==> src/rtl/concat_sequencer_if.sv <==
// -----------------------------------------------------------------------------
// concat_sequencer_if
// Handshake bundle for concat_sequencer: the frame configuration channel, the
// three upstream source streams, the merged output stream and frame status.
//
//   slave  modport : the sequencer's view (takes cfg/sources, drives output)
//   master modport : the environment's view (drives cfg/sources, sinks output)
// -----------------------------------------------------------------------------
interface concat_sequencer_if #(
    parameter int DATA_WIDTH  = 8,
    parameter int COUNT_WIDTH = 12
);
    logic [COUNT_WIDTH-1:0] i_cfg_count1;
    logic [COUNT_WIDTH-1:0] i_cfg_count2;
    logic [COUNT_WIDTH-1:0] i_cfg_count3;
    logic                   i_cfg_valid;
    logic                   o_cfg_ready;

    logic [DATA_WIDTH-1:0]  i_first_data;
    logic                   i_first_valid;
    logic                   o_first_ready;
    logic [DATA_WIDTH-1:0]  i_second_data;
    logic                   i_second_valid;
    logic                   o_second_ready;
    logic [DATA_WIDTH-1:0]  i_third_data;
    logic                   i_third_valid;
    logic                   o_third_ready;

    logic [DATA_WIDTH-1:0]  o_out_data;
    logic [1:0]             o_out_src;
    logic                   o_out_last;
    logic                   o_out_valid;
    logic                   i_out_ready;

    logic                   o_busy;
    logic                   o_done;

    modport slave (
        input  i_cfg_count1, i_cfg_count2, i_cfg_count3, i_cfg_valid,
        output o_cfg_ready,
        input  i_first_data, i_first_valid,
        output o_first_ready,
        input  i_second_data, i_second_valid,
        output o_second_ready,
        input  i_third_data, i_third_valid,
        output o_third_ready,
        output o_out_data, o_out_src, o_out_last, o_out_valid,
        input  i_out_ready,
        output o_busy, o_done
    );

    modport master (
        output i_cfg_count1, i_cfg_count2, i_cfg_count3, i_cfg_valid,
        input  o_cfg_ready,
        output i_first_data, i_first_valid,
        input  o_first_ready,
        output i_second_data, i_second_valid,
        input  o_second_ready,
        output i_third_data, i_third_valid,
        input  o_third_ready,
        input  o_out_data, o_out_src, o_out_last, o_out_valid,
        output i_out_ready,
        input  o_busy, o_done
    );
endinterface

==> src/rtl/concat_sequencer.sv <==
// -----------------------------------------------------------------------------
// concat_sequencer
// Drains three source streams into one registered output stream, frame by
// frame, in the fixed order source 1 -> 2 -> 3. A configuration handshake
// supplies per-source beat counts; zero-count sources are skipped with no idle
// cycle and source boundaries cost no bubble.
//
// Ports:
//   i_clock   - rising-edge clock
//   i_reset_n - asynchronous active-low reset
//   bus       - concat_sequencer_if.slave: cfg channel, three source streams,
//               output stream (data/src/last/valid/ready), o_busy, o_done
// -----------------------------------------------------------------------------
module concat_sequencer #(
    parameter int DATA_WIDTH  = 8,
    parameter int COUNT_WIDTH = 12
) (
    input  logic              i_clock,
    input  logic              i_reset_n,
    concat_sequencer_if.slave bus
);

    typedef enum logic [1:0] {
        IDLE = 2'd0,
        SRC1 = 2'd1,
        SRC2 = 2'd2,
        SRC3 = 2'd3
    } state_t;

    localparam logic [COUNT_WIDTH-1:0] COUNT_ONE  = COUNT_WIDTH'(1);
    localparam logic [COUNT_WIDTH-1:0] COUNT_ZERO = '0;

    state_t                 state;
    state_t                 state_nxt;
    state_t                 after_sel;   // where to go when the active source empties
    state_t                 cfg_first;   // first non-empty source of a new config
    logic [COUNT_WIDTH-1:0] remaining1;
    logic [COUNT_WIDTH-1:0] remaining2;
    logic [COUNT_WIDTH-1:0] remaining3;
    logic [COUNT_WIDTH-1:0] sel_rem;
    logic [DATA_WIDTH-1:0]  sel_data;
    logic [1:0]             sel_src;
    logic                   load_en;
    logic                   accept;
    logic                   cfg_hs;
    logic                   final_beat;

    // NOTE: every signal assigned here gets a default first so no latch is inferred.
    always_comb begin
        // The output register may take a new beat when empty or draining this cycle.
        load_en            = !bus.o_out_valid || bus.i_out_ready;
        bus.o_first_ready  = (state == SRC1) && load_en;
        bus.o_second_ready = (state == SRC2) && load_en;
        bus.o_third_ready  = (state == SRC3) && load_en;

        accept    = 1'b0;
        sel_data  = '0;
        sel_rem   = COUNT_ZERO;
        sel_src   = 2'd0;
        after_sel = IDLE;
        unique case (state)
            SRC1: begin
                accept    = bus.i_first_valid && bus.o_first_ready;
                sel_data  = bus.i_first_data;
                sel_rem   = remaining1;
                sel_src   = 2'd1;
                after_sel = (remaining2 != COUNT_ZERO) ? SRC2 :
                            (remaining3 != COUNT_ZERO) ? SRC3 : IDLE;
            end
            SRC2: begin
                accept    = bus.i_second_valid && bus.o_second_ready;
                sel_data  = bus.i_second_data;
                sel_rem   = remaining2;
                sel_src   = 2'd2;
                after_sel = (remaining3 != COUNT_ZERO) ? SRC3 : IDLE;
            end
            SRC3: begin
                accept    = bus.i_third_valid && bus.o_third_ready;
                sel_data  = bus.i_third_data;
                sel_rem   = remaining3;
                sel_src   = 2'd3;
                after_sel = IDLE;
            end
            default: ;
        endcase

        // Last beat of the frame: active source empties and nothing follows it.
        final_beat = (sel_rem == COUNT_ONE) && (after_sel == IDLE);

        cfg_hs    = bus.i_cfg_valid && bus.o_cfg_ready;
        cfg_first = (bus.i_cfg_count1 != COUNT_ZERO) ? SRC1 :
                    (bus.i_cfg_count2 != COUNT_ZERO) ? SRC2 :
                    (bus.i_cfg_count3 != COUNT_ZERO) ? SRC3 : IDLE;

        state_nxt = state;
        if (state == IDLE) begin
            if (cfg_hs) state_nxt = cfg_first;
        end else if (accept && (sel_rem == COUNT_ONE)) begin
            state_nxt = after_sel;
        end
    end

    // NOTE: sequential state uses non-blocking assignments only, so every
    // register samples pre-edge values regardless of statement order.
    always_ff @(posedge i_clock or negedge i_reset_n) begin
        if (!i_reset_n) begin
            state           <= IDLE;
            remaining1      <= COUNT_ZERO;
            remaining2      <= COUNT_ZERO;
            remaining3      <= COUNT_ZERO;
            bus.o_out_data  <= '0;
            bus.o_out_src   <= 2'd0;
            bus.o_out_last  <= 1'b0;
            bus.o_out_valid <= 1'b0;
            bus.o_cfg_ready <= 1'b1;
            bus.o_busy      <= 1'b0;
            bus.o_done      <= 1'b0;
        end else begin
            state           <= state_nxt;
            bus.o_cfg_ready <= (state_nxt == IDLE);
            bus.o_busy      <= (state_nxt != IDLE);

            // Completion: the last beat leaves, or an all-zero frame is accepted.
            bus.o_done <= (bus.o_out_valid && bus.i_out_ready && bus.o_out_last) ||
                          (cfg_hs && (cfg_first == IDLE));

            if (load_en) begin
                bus.o_out_valid <= accept;
                if (accept) begin
                    bus.o_out_data <= sel_data;
                    bus.o_out_src  <= sel_src;
                    bus.o_out_last <= final_beat;
                end
            end

            if (cfg_hs) begin
                remaining1 <= bus.i_cfg_count1;
                remaining2 <= bus.i_cfg_count2;
                remaining3 <= bus.i_cfg_count3;
            end else if (accept) begin
                unique case (state)
                    SRC1: if (remaining1 != COUNT_ZERO) remaining1 <= remaining1 - COUNT_ONE;
                    SRC2: if (remaining2 != COUNT_ZERO) remaining2 <= remaining2 - COUNT_ONE;
                    SRC3: if (remaining3 != COUNT_ZERO) remaining3 <= remaining3 - COUNT_ONE;
                    default: ;
                endcase
            end
        end
    end

endmodule

==> src/flat_wrapper.sv <==
// flat-port wrapper written by rule: the top's interface ports become plain ports
module concat_sequencer_flat 
#(
    parameter int DATA_WIDTH  = 8,
    parameter int COUNT_WIDTH = 12
)
  (i_clock, i_reset_n, bus_i_cfg_count1, bus_i_cfg_count2, bus_i_cfg_count3, bus_i_cfg_valid, bus_o_cfg_ready, bus_i_first_data, bus_i_first_valid, bus_o_first_ready, bus_i_second_data, bus_i_second_valid, bus_o_second_ready, bus_i_third_data, bus_i_third_valid, bus_o_third_ready, bus_o_out_data, bus_o_out_src, bus_o_out_last, bus_o_out_valid, bus_i_out_ready, bus_o_busy, bus_o_done);
  concat_sequencer_if #(.DATA_WIDTH(DATA_WIDTH), .COUNT_WIDTH(COUNT_WIDTH)) bus_i ();
  input  logic i_clock;
  input  logic i_reset_n;
  input wire logic [$bits(bus_i.i_cfg_count1)-1:0] bus_i_cfg_count1;
  input wire logic [$bits(bus_i.i_cfg_count2)-1:0] bus_i_cfg_count2;
  input wire logic [$bits(bus_i.i_cfg_count3)-1:0] bus_i_cfg_count3;
  input wire logic [$bits(bus_i.i_cfg_valid)-1:0] bus_i_cfg_valid;
  output wire logic [$bits(bus_i.o_cfg_ready)-1:0] bus_o_cfg_ready;
  input wire logic [$bits(bus_i.i_first_data)-1:0] bus_i_first_data;
  input wire logic [$bits(bus_i.i_first_valid)-1:0] bus_i_first_valid;
  output wire logic [$bits(bus_i.o_first_ready)-1:0] bus_o_first_ready;
  input wire logic [$bits(bus_i.i_second_data)-1:0] bus_i_second_data;
  input wire logic [$bits(bus_i.i_second_valid)-1:0] bus_i_second_valid;
  output wire logic [$bits(bus_i.o_second_ready)-1:0] bus_o_second_ready;
  input wire logic [$bits(bus_i.i_third_data)-1:0] bus_i_third_data;
  input wire logic [$bits(bus_i.i_third_valid)-1:0] bus_i_third_valid;
  output wire logic [$bits(bus_i.o_third_ready)-1:0] bus_o_third_ready;
  output wire logic [$bits(bus_i.o_out_data)-1:0] bus_o_out_data;
  output wire logic [$bits(bus_i.o_out_src)-1:0] bus_o_out_src;
  output wire logic [$bits(bus_i.o_out_last)-1:0] bus_o_out_last;
  output wire logic [$bits(bus_i.o_out_valid)-1:0] bus_o_out_valid;
  input wire logic [$bits(bus_i.i_out_ready)-1:0] bus_i_out_ready;
  output wire logic [$bits(bus_i.o_busy)-1:0] bus_o_busy;
  output wire logic [$bits(bus_i.o_done)-1:0] bus_o_done;
  assign bus_i.i_cfg_count1 = bus_i_cfg_count1;
  assign bus_i.i_cfg_count2 = bus_i_cfg_count2;
  assign bus_i.i_cfg_count3 = bus_i_cfg_count3;
  assign bus_i.i_cfg_valid = bus_i_cfg_valid;
  assign bus_o_cfg_ready = bus_i.o_cfg_ready;
  assign bus_i.i_first_data = bus_i_first_data;
  assign bus_i.i_first_valid = bus_i_first_valid;
  assign bus_o_first_ready = bus_i.o_first_ready;
  assign bus_i.i_second_data = bus_i_second_data;
  assign bus_i.i_second_valid = bus_i_second_valid;
  assign bus_o_second_ready = bus_i.o_second_ready;
  assign bus_i.i_third_data = bus_i_third_data;
  assign bus_i.i_third_valid = bus_i_third_valid;
  assign bus_o_third_ready = bus_i.o_third_ready;
  assign bus_o_out_data = bus_i.o_out_data;
  assign bus_o_out_src = bus_i.o_out_src;
  assign bus_o_out_last = bus_i.o_out_last;
  assign bus_o_out_valid = bus_i.o_out_valid;
  assign bus_i.i_out_ready = bus_i_out_ready;
  assign bus_o_busy = bus_i.o_busy;
  assign bus_o_done = bus_i.o_done;
  concat_sequencer #(.DATA_WIDTH(DATA_WIDTH), .COUNT_WIDTH(COUNT_WIDTH)) u_core (.i_clock(i_clock), .i_reset_n(i_reset_n), .bus(bus_i));
endmodule
==> config.mk <==
export PLATFORM = sky130hd
export DESIGN_NAME = concat_sequencer_flat
export DESIGN_NICKNAME = d
export VERILOG_FILES = /design/src/rtl/concat_sequencer_if.sv /design/src/rtl/concat_sequencer.sv /design/src/flat_wrapper.sv
export SDC_FILE = /design/constraint.sdc
export NUM_CORES = 1
export LEC_CHECK = 0
export CORE_MARGIN = 3
export CORE_UTILIZATION = 40
export CTS_CLUSTER_DIAMETER = 60
export CTS_CLUSTER_SIZE = 14
export DETAILED_ROUTE_END_ITERATION = 8
export GPL_TIMING_DRIVEN = 0
export PLACE_DENSITY_LB_ADDON = 0.1
export SLEW_MARGIN = 15
export SYNTH_ARGS = -nofsm -noshare
export SYNTH_HDL_FRONTEND = slang
export SYNTH_SLANG_ARGS = --single-unit
==> constraint.sdc <==
create_clock -name i_clock -period 3.6 [get_ports i_clock]
set_clock_uncertainty 0.15 [all_clocks]
set_input_delay 0.72 -clock i_clock [delete_from_list [all_inputs] [get_ports i_clock]]
set_output_delay 0.72 -clock i_clock [all_outputs]
set_load 0.1 [all_outputs]
Word level (Yosys, flattened, before mapping)
Index checks and enable logic that the tools add are counted.
{"block": "word_totals", "word_cells": 80, "register_bits": 53, "output_inout_bits": 18}
{"block": "classes", "n_eq_ne": 4, "reduce_logical": 37, "addsub": 3, "muxes": 25}
{"op": "12-bit 2-to-1 mux", "count": 12}
{"op": "12-bit nonzero test", "count": 6}
{"op": "12-bit one-hot mux with 3 select lines", "count": 1}
{"op": "12-bit by 1-bit subtractor with 12-bit output, second input constant", "count": 3}
{"op": "8-bit one-hot mux with 3 select lines", "count": 1}
{"op": "2-bit 2-to-1 mux", "count": 8}
{"op": "2-bit nonzero test", "count": 8}
{"op": "12-bit by 1-bit == test with 1-bit output, second input constant", "count": 1}
{"op": "1-bit logical AND", "count": 12}
{"op": "3-bit AND reduction", "count": 3}
{"op": "2-bit zero test", "count": 4}
{"op": "2-bit one-hot mux with 3 select lines", "count": 1}
{"op": "2-bit == test, second input constant", "count": 2}
{"op": "2-bit one-hot mux with 2 select lines", "count": 1}
{"op": "1-bit one-hot mux with 3 select lines", "count": 1}
{"op": "2-bit by 1-bit == test with 1-bit output, second input constant", "count": 1}
{"op": "1-bit logical OR", "count": 2}
{"op": "2-bit AND reduction", "count": 1}
{"op": "1-bit zero test", "count": 1}

Logic depth before layout (Yosys ltp)
{"block": "logic_depth", "depth_word": 9, "depth_mapped": 10}

Worst setup path after synthesis
Ideal clock, no wire load.
{"block": "synth_path", "path_type": "register to output", "from": "register u_core.state[0]", "to": "output bus_o_second_ready", "arrival_ns": 2.441, "path_stages_with_launch": 6, "slack_ns": 0.289, "path_cell_list": "dfrtp_1 -> inv_1 -> ha_1 -> buf_4 -> clkbuf_1 -> nor2b_1"}
{"block": "synth_between", "elab_chain_len": 2}
{"element": "start, declared", "line_no": "concat_sequencer.sv:33", "text": "state_t state;"}
{"element": "start signal, assigned", "line_no": "concat_sequencer.sv:119", "text": "state <= state_nxt;"}
{"element": "2-bit == test", "line_no": "concat_sequencer.sv:53", "text": "bus.o_second_ready = (state == SRC2) && load_en;"}
{"element": "1-bit logical AND", "line_no": "concat_sequencer.sv:53"}
{"element": "end, declared", "line_no": "flat_wrapper.sv:21", "text": "output wire logic [$bits(bus_i.o_second_ready)-1:0] bus_o_second_ready;"}
No other way between the ends.

Final worst setup path
{"block": "layout_path", "from": "register u_core.state[1]", "to": "output bus_o_first_ready"}
{"block": "layout_between", "elab_chain_len": 2}
{"element": "2-bit by 1-bit == test with 1-bit output", "line_no": "concat_sequencer.sv:52", "text": "bus.o_first_ready = (state == SRC1) && load_en;"}
{"element": "1-bit logical AND", "line_no": "concat_sequencer.sv:52"}
{"element": "end, declared", "line_no": "flat_wrapper.sv:18", "text": "output wire logic [$bits(bus_i.o_first_ready)-1:0] bus_o_first_ready;"}
No other way between the ends.

==> results.py <==
metrics = {
    "sta": {
        "setup_viol": 0,
        "period_share_pct": 96.13,
        "layout_setup_ws_ns": 0.1394,
        "report.final.slew_viol_count": 0,
        "hold_viol": 0,
        "slew-limit-headroom_pct": 33.31,
        "rsz0062_at_grt": "no",
        "fmax_ghz": 0.2890,
        "min_period_ns": 3.461,
        "worst_pin_slew_ns": 0.9972,
    },
    "setup_path": {
        "crit_slowest_cell": "clkdlybuf4s50_1",
        "cp_common_cell": "inv_1",
        "cp_max_fo": 6,
        "required_ns": 2.73,
        "crit_family": "buffers and inverters",
        "cp-start-kind": "flop",
        "cp_num_buf_inv": 3,
        "critPathArrivalTime_ns": 2.59,
        "r2r_setup_slack_ns": 0.64,
        "endpoint_kind": "output port",
        "r2r-start": "u_core.state[0]",
        "startpoint": "u_core.state[1]",
        "path_cells": "inv_1 > ha_1 > inv_1 > nor2_1 > clkdlybuf4s50_1",
        "cpPeakStageDelay_ns": 1.16,
        "critPathKind": "reg -> out",
    },
    "floorplanning": {
        "io_pins": 85,
        "rows": 31,
        "fp.dieW_um": 93.76,
        "initial_utilization_pct": 41.80,
        "dieHeight_um": 93.76,
        "die_area_sq_um": 8790,
        "core-area_sq_um": 7370,
    },
    "yosys": {
        "synth_area_per_cell_sq_um": 8.877,
        "ys_ff_latch": 53,
        "synth_edf_count": 0,
        "yosys_warnings": 0,
        "synth_top_area_share_pct": 42.24,
        "yosysTopAreaCell": "dfrtp_1",
        "syn_inst": 347,
        "mappedNetlistNets": 423,
        "ys_types": 43,
        "async_flop_share_pct": 100.0,
        "seq_area_frac_synth_pct": 43.10,
        "ys_top_cells_by_area": "dfrtp_1, xnor2_1, o21ai_0, nor2_1, nand2_1",
        "synth_flop_cell": "dfrtp_1",
        "syn-cell-area_sq_um": 3080,
    },
    "clocking": {
        "clk_latency_ns": 0.32,
        "post_cts_buffers": 0,
        "cts_buffer_depth": 2,
        "clockRootBuffer": "clkbuf_8",
        "cts.sinks": 53,
        "clk_pin_slew_worst_paths_ns": 0.10,
        "cts_buffers": 5,
        "cts_max_level": 2,
        "cts_tree": "built",
    },
    "job": {
        "maxCapViolCount": 0,
    },
    "global_routing": {
        "grt_pass1_vias": 2787,
        "grt-ovfl-total": 0,
        "grt_start_max_net_pins": 54,
        "track_usage_pct": 19.37,
        "antenna_found_initial": 0,
        "grt_pass1_wl_um": 13490,
    },
    "place": {
        "dp_hpwl_um": 6346,
        "dp.cells": 530,
        "gp_congestion": 0.8550,
        "dp_slack_ns": 0.1067,
        "io_buffer_count": 84,
    },
    "worst_hold_path": {
        "hold_path.class": "in -> async",
    },
    "route": {
        "finalWirelength_um": 8374,
        "drt-initial-drc-count": 144,
        "routedWlPerCell_um": 15.57,
        "num_vias": 2904,
        "drc": 0,
        "ant_nets": 0,
        "via_per_inst": 5.398,
        "dr.pass1.iters": 5,
    },
    "power_and_ir_drop": {
        "worst_ir_drop_vdd_mv": 0.5237,
        "leakagePower_nw": 1.580,
        "powerDensity_nw_per_um2": 842.6,
    },
    "finish": {
        "final_layout_size_suffix_gt1_share_pct": 4.784,
        "area_delta_synth_final_pct": 34.85,
        "final_nets": 514,
        "n_antenna_cell": 0,
        "instances_no_fill": 538,
        "nFillCells": 697,
    },
    "status": {
        "outcome": "completed",
    },
}
## flip-flops by register name (all words and copies together) (netlist names)
signal / flops
u_core.remaining3: 12
u_core.bus.o_out_src: 2
u_core.bus.o_out_data: 8
u_core.remaining1: 12
u_core.bus.o_out_valid: 1
u_core.bus.o_cfg_ready: 1
u_core.bus.o_out_last: 1
u_core.bus.o_busy: 1
u_core.state: 2
u_core.remaining2: 12
u_core.bus.o_done: 1
## through the flow
step / setup TNS (ns) / cell area (sq um) / total power [mW] / utilization [%] / hold WS [ns]
final: 0 / 4154 / 3.500 / 56.37 / 0.2864
after detailed placement: 0 / 4043 / 3.075 / 54.86 / 0.3741
after CTS: 0 / 4158 / 3.511 / 56.42 / 0.3114
after floorplan: 0 / 3080 / 2.540 / - / 0.2744
after global placement: -0.4134 / 4045 / 3.041 / 54.89 / 0.3638
after global routing: 0 / 4154 / 3.723 / 56.37 / 0.3375
## power breakdown
| group | total, mW | internal [mW] | switching (mW) |
|---|---|---|---|
| clock network | 0.435 | 0.227 | 0.208 |
| logic | 1.91 | 0.616 | 1.29 |
| registers | 1.16 | 0.892 | 0.265 |
## cells in the final DEF, fill, tap and decap left out, types with 3 or more instances in the layout
master,synthesis,layout
xnor2_1,23,23
nand4_1,6,6
clkbuf_1,16,17
a21oi_1,22,22
nand3_1,7,7
o21ai_0,30,30
inv_1,14,14
and3_1,5,5
or3_1,5,5
dfrtp_1,52,52
nand2_1,36,36
nor2b_1,3,3
a222oi_1,10,10
clkbuf_8,0,6
ha_1,9,9
xor2_1,10,10
or2_2,4,4
or4_1,5,5
nor3_1,9,9
nor2_1,38,38
clkdlybuf4s50_1,0,82
nor4_1,17,17
## synthesized netlist by cell type, drive strengths merged (2+ instances only)
master,number
ha,9
or2,5
xor2,10
and3,5
and2,2
nor4,18
nor3,10
nor2b,3
or4b,2
a21oi,22
a222oi,10
o21ai,32
inv,14
dfrtp,52
nand4,6
nand2,36
nor2,38
or3,5
nand3,7
or4,7
xnor2,23
clkbuf,16
## layout make-up
type                    count  area (sq um)  share of cell area (%)
well taps                  99         123.9                   2.982
clock inverters             1         30.03                  0.7229
plain buffers              17         67.56                   1.627
inverters                  14         52.55                   1.265
multi-input cells         263          1633                   39.31
flip-flops and latches     53          1328                   31.96
repair buffers             84         833.3                   20.06
clock buffers               7         86.33                   2.078
## worst register-to-register path, delay by kind of cell (launching register included)
family,cells,cell delay (ns)
DFF,1,0.44
buffers and inverters,3,0.72
AOI/OAI and AO/OA,2,0.18
xor gates and xnor gates,1,0.17
adders and majority gates,1,0.17
and+or+nand+nor,3,0.99
## worst paths after layout
check,to,cells after the start
worst max-delay path,bus_o_first_ready,5
worst min-delay path,u_core.remaining3[7],1
worst max register to register,u_core.remaining3[8],10
worst min register to register,u_core.bus.o_out_data[1],2
max in group asynchronous,u_core.bus.o_out_data[1],1
min in group i_clock,u_core.bus.o_out_data[1],2
## metal layers
layer	part of all wire [%]	global-route usage, %
met4	1.0	5.776
met1	47	26.29
met2	47	31.22
met3	5.3	3.846
met5	0	0
## cells by family (layout without fill, tap and decap cells)
family          count (synthesis)  after routing  synth area share, %
compound gates                 74             74                15.44
xor+xnor                       33             33                9.382
fa+ha+maj                       9              9                3.656
buf+inv                        31            123                3.899
flops                          53             53                43.10
mux                             1              1               0.3250
simple gates                  146            146                24.21
## timing repair
item,CTS,global route
hold buffers,0,0
gates resized for setup,1,2
setup endpoints to repair,1,1
Power figures use the tool's default switching activity.
